[src/rtl/ring_sweep_ctrl.sv]
// Ring-oscillator frequency sweep controller: selects a ring tap, waits for it to
// settle, counts synchronized ring edges over a programmable window and reports per tap.
module ring_sweep_ctrl #(
   parameter int unsigned COUNT_W = 16,
   parameter int unsigned SETTLE  = 16
) (
   input  logic               clk,
   input  logic               rst,
   input  logic               start,
   input  logic               sweep,
   input  logic [2:0]         tap_sel,
   input  logic [1:0]         win_sel,
   input  logic               ring_in,
   output logic [2:0]         tap_out,
   output logic               busy,
   output logic               res_valid,
   input  logic               res_ready,
   output logic [2:0]         res_tap,
   output logic [COUNT_W-1:0] res_count,
   output logic               res_ovf,
   output logic               done
);

   localparam int unsigned TMR_W = 12;
   localparam logic [TMR_W-1:0] SETTLE_LAST = TMR_W'(SETTLE - 1);

   typedef enum logic [1:0] {S_IDLE, S_SETTLE, S_MEASURE, S_REPORT} state_t;

   state_t             state_q;
   logic               sync1_q, sync2_q, hist_q;
   logic               sweep_q;
   logic [1:0]         win_q;
   logic [2:0]         tap_q;
   logic [TMR_W-1:0]   tmr_q;
   logic [COUNT_W-1:0] cnt_q, cnt_d;
   logic               ovf_q, ovf_d;
   logic               busy_q, res_valid_q, res_ovf_q, done_q;
   logic [2:0]         res_tap_q;
   logic [COUNT_W-1:0] res_count_q;
   logic               edge_c;
   logic [TMR_W-1:0]   win_last_c;

   // Two-flop synchronizer plus history flop for rising-edge detection
   always_ff @(posedge clk) begin
      if (rst) begin
         sync1_q <= 1'b0;
         sync2_q <= 1'b0;
         hist_q  <= 1'b0;
      end else begin
         sync1_q <= ring_in;
         sync2_q <= sync1_q;
         hist_q  <= sync2_q;
      end
   end

   // Saturating edge counter next value; overflow flags a saturating or post-saturation edge
   always_comb begin
      edge_c     = sync2_q & ~hist_q;
      win_last_c = TMR_W'((TMR_W'(256) << win_q) - TMR_W'(1));
      cnt_d      = cnt_q;
      ovf_d      = ovf_q;
      if (edge_c) begin
         if (!(&cnt_q)) cnt_d = cnt_q + COUNT_W'(1);
         if (&cnt_q[COUNT_W-1:1]) ovf_d = 1'b1;
      end
   end

   always_ff @(posedge clk) begin
      if (rst) begin
         state_q     <= S_IDLE;
         sweep_q     <= 1'b0;
         win_q       <= 2'd0;
         tap_q       <= 3'd0;
         tmr_q       <= '0;
         cnt_q       <= '0;
         ovf_q       <= 1'b0;
         busy_q      <= 1'b0;
         res_valid_q <= 1'b0;
         res_tap_q   <= 3'd0;
         res_count_q <= '0;
         res_ovf_q   <= 1'b0;
         done_q      <= 1'b0;
      end else begin
         done_q <= 1'b0;
         case (state_q)
            S_IDLE: begin
               if (start) begin
                  sweep_q <= sweep;
                  win_q   <= win_sel;
                  tap_q   <= tap_sel;
                  tmr_q   <= '0;
                  busy_q  <= 1'b1;
                  state_q <= S_SETTLE;
               end
            end
            S_SETTLE: begin
               if (tmr_q == SETTLE_LAST) begin
                  tmr_q   <= '0;
                  cnt_q   <= '0;
                  ovf_q   <= 1'b0;
                  state_q <= S_MEASURE;
               end else begin
                  tmr_q <= tmr_q + TMR_W'(1);
               end
            end
            S_MEASURE: begin
               cnt_q <= cnt_d;
               ovf_q <= ovf_d;
               if (tmr_q == win_last_c) begin
                  res_valid_q <= 1'b1;
                  res_tap_q   <= tap_q;
                  res_count_q <= cnt_d;
                  res_ovf_q   <= ovf_d;
                  state_q     <= S_REPORT;
               end else begin
                  tmr_q <= tmr_q + TMR_W'(1);
               end
            end
            S_REPORT: begin
               if (res_ready) begin
                  res_valid_q <= 1'b0;
                  tmr_q       <= '0;
                  if (sweep_q && (tap_q != 3'd7)) begin
                     tap_q   <= tap_q + 3'd1;
                     state_q <= S_SETTLE;
                  end else begin
                     busy_q  <= 1'b0;
                     done_q  <= 1'b1;
                     state_q <= S_IDLE;
                  end
               end
            end
            default: state_q <= S_IDLE;
         endcase
      end
   end

   assign tap_out   = tap_q;
   assign busy      = busy_q;
   assign res_valid = res_valid_q;
   assign res_tap   = res_tap_q;
   assign res_count = res_count_q;
   assign res_ovf   = res_ovf_q;
   assign done      = done_q;

endmodule

[config.mk]
export PLATFORM = sky130hd
export DESIGN_NAME = ring_sweep_ctrl
export DESIGN_NICKNAME = d
export VERILOG_FILES = /design/src/rtl/ring_sweep_ctrl.sv
export SDC_FILE = /design/constraint.sdc
export NUM_CORES = 1
export LEC_CHECK = 0
export ABC_AREA = 1
export CAP_MARGIN = 20
export CORE_AREA = 2 2 128 68
export CTS_CLUSTER_SIZE = 28
export DETAILED_ROUTE_END_ITERATION = 7
export DIE_AREA = 0 0 130 70
export PLACE_DENSITY = 0.68
export RECOVER_POWER = 25
export SLEW_MARGIN = 0
export SYNTH_ARGS = -nofsm -noshare
export SYNTH_HDL_FRONTEND = slang
export SYNTH_SLANG_ARGS = --single-unit
[constraint.sdc]
create_clock -name clk -period 1.85 [get_ports clk]
set_input_delay 0.37 -clock clk [delete_from_list [all_inputs] [get_ports clk]]
set_output_delay 0.37 -clock clk [all_outputs]
set_load 0.005 [all_outputs]
==> reports/results.ini, run 1 <==
[outcome]
status = finished clean

[floorplanning]
core_um2 = 8200
dieHeight_um = 70
core.rowCount = 24
die_area_um2 = 9100
dieWidth_um = 130
io-pin-count = 37
initial_core_util = 0.425

[finish]
drive_gt1_frac = 0.119
layout_commonest_cell = nand2_1
num-fill-cells = 796
final_cell_mix = nand2_1, nor2_1, dfxtp_1
design_area_um2 = 4580
n_antenna_cell = 0
fin_cells = 728
layout.nets = 626
area_growth_pct = 31.4

[synthesis]
ys_seq_area_frac = 0.362
synth.yosys.warnings = 0
synth-xor-area-share = 0.00754
synthCells = 548
synth_top_family_by_area = simple AND/OR/NAND/NOR gates
syn_area_per_cell_um2 = 6.36
syn_nets = 568
synth_compound_area_frac = 0.131
ys_types = 32
synthSimpleGateAreaFrac = 0.374
syn-cell-area_um2 = 3490
synth.area.mux_share = 0
ys_seq_elements = 63
synthAdderAreaFrac = 0.0323

[place]
dp.cells = 709
portBuffers = 36
placed_cell_area_um2 = 4120
gp_congestion = 0.939
dpl_worst_slack_ns = -0.0645
dp_hpwl_um = 6840

[timing]
clock-skew-final_ns = 0.00769
timing.final.ws_setup_ns = 0.0990
tns_ns = 0
max_freq_mhz = 571
worstMarginPinSlew_ns = 0.703
relSlewSlack = 0.531
setup_viol = 0
hold_violations = 0
fin_crit_ns = 1.75
drv_slew = 0
fin_crit_sh = 0.947

[global_routing]
busiest_layer = met1
antenna_found_initial = 0
grt_pass1_vias = 3271
overflow = 0
grtUsageTotal = 0.226
use_met1 = 0.343
met3_usage = 0.0720
grt_max_degree = 26
use_met2 = 0.300
grt_pass1_wl_um = 15900

[min_path]
min_path_type = reg -> reg
min_from = sync1_q

[cts]
clk_latency_ns = 0.34
cts_buffers = 9
cts_buffer_depth = 2
htreeDepth = 3
path_clk_slew_ns = 0.06
cts_tree = done
cts_sinks = 63
ctsRootBufferMaster = clkbuf_16

[setup_path]
reg2reg_from = cnt_q[8]
slowest_delay_ns = 0.48
cp.arrival_ns = 1.99
timing_worst_setup_path_type = reg -> reg
required_ns = 2.08
path_cells = nand2_1 -> nor2_1 -> nand4_1 -> nor2_1 -> nand3_1 -> nand2_1 -> nand2_1 -> nand2_1 -> inv_1
path_max_fanout = 7
crit_slowest_cell = dfxtp_1
end_kind = flip-flop
startpoint = cnt_q[8]
cp-start-kind = flip-flop
crit_path_frequent_cell = nand2_1

[power_and_ir_drop]
combPwrFrac = 0.266
clkPwrFrac = 0.400
p_sw_mw = 1.53
power.leakage_nw = 1.96
swShare = 0.326
p_per_area_nw_per_um2 = 1020
power_frac_seq = 0.334
p_int_mw = 3.16
irDropWorstVdd_v = 0.000450

[detailed_routing]
wire_per_inst_um = 13.4
firstDrtPassIters = 5
route.final.wire_length_um = 9740
drc = 0
via_per_inst = 5.07
vias = 3692
ant_nets = 0
first_iter_violations = 299

[run]
maxCapViolCount = 0

worst paths after layout:
kind	cells after the start	to	slack (ns)
min	2	sync2_q	0.40
max reg2reg	9	res_count[9]	0.1
min reg2reg	2	sync2_q	0.40
max	9	res_count[9]	0.1
registers in the layout (all words and copies together) (netlist names):
register and flops:
res_count 16, sync2_q 1, sync1_q 1, tap_out 3, res_valid 1, state_q 2
win_q 2, hist_q 1, cnt_q 16, tmr_q 12, res_ovf 1, sweep_q 1
busy 1, res_tap 3, ovf_q 1, done 1
synthesized netlist by cell type, drive strengths merged:
cell type / number / share of area
o21bai: 2 / 0.0043
nor4: 1 / 0.0018
dfxtp: 63 / 0.36
nand4: 11 / 0.024
buf: 8 / 0.016
ha: 9 / 0.032
o211ai: 4 / 0.0086
clkbuf: 9 / 0.0097
a31oi: 3 / 0.0054
o2111ai: 1 / 0.0025
nor2: 73 / 0.079
nor3: 3 / 0.0075
xor2: 3 / 0.0075
clkinv: 1 / 0.0011
nand3b: 2 / 0.0043
nand3: 42 / 0.062
and2: 1 / 0.0018
nand2: 174 / 0.19
o21a: 4 / 0.0086
o21ai: 29 / 0.043
a21oi: 41 / 0.059
inv: 62 / 0.067
or2: 2 / 0.0036
kinds of logic after synthesis:
group	after synthesis
xor+xnor	3
flops	63
buf+inv	80
compound gates	84
simple gates	309
fa+ha+maj	9
power by group through the flow:
| stage | Clock (mW) | Sequential, mW | Combinational (mW) |
|---|---|---|---|
| floorplan | 0 | 1.56 | 0.733 |
| global placement | 0 | 1.58 | 1.13 |
| detailed placement | 0 | 1.58 | 1.15 |
| CTS | 1.90 | 1.56 | 1.17 |
| global route | 1.98 | 1.58 | 1.38 |
| finish | 1.88 | 1.57 | 1.25 |
final cells by class:
cell class | count | area, um^2 | area share
Multi-Input combinational cell | 405 | 1980 | 0.432
Clock buffer | 10 | 239 | 0.0522
Inverter | 63 | 241 | 0.0527
Tap cell | 117 | 146 | 0.0319
Clock inverter | 6 | 93.8 | 0.0205
Sequential cell | 63 | 1260 | 0.276
Timing Repair Buffer | 64 | 617 | 0.135
critical path: cells and delay by family, from the launching register on:
kind / cells / cell delay (ns)
flip-flops: 1 / 0.48
buffers and inverters: 1 / 0.03
AND/OR/NAND/NOR: 8 / 1.13
stage by stage:
stage,power [mW],util,hold slack (ns)
after floorplan,2.29,-,0.388
after global placement,2.71,0.502,0.389
after detailed placement,2.73,0.502,0.394
after CTS,4.63,0.543,0.402
after global routing,4.94,0.559,0.422
final,4.69,0.559,0.401
routing by layer:
| metal | wire (um) | vias to the layer above |
|---|---|---|
| met5 | 0 | - |
| met1 | 5080 | 1671 |
| met2 | 3790 | 142 |
| met3 | 772 | 9 |
| li1 | - | 1870 |
| met4 | 107 | 0 |
repair_timing:
item | in CTS | in global routing
buffers inserted | 0 | 2
endpoints found under the hold margin | 0 | 0
hold buffers | 0 | 0
gates resized for setup | 1 | 28
pin swaps | 0 | 4
setup endpoints to repair | 5 | 44
gates cloned | 0 | 1
No activity file was read; power rests on OpenSTA's default activity.
==> run 2, diff against run 1 <==
CAP_MARGIN = 30   (was 20)
CTS_CLUSTER_SIZE = not set   (was 28)
==> results of run 2 <==
Same layout as run 1: the final DEF is identical, and so are final timing and power.
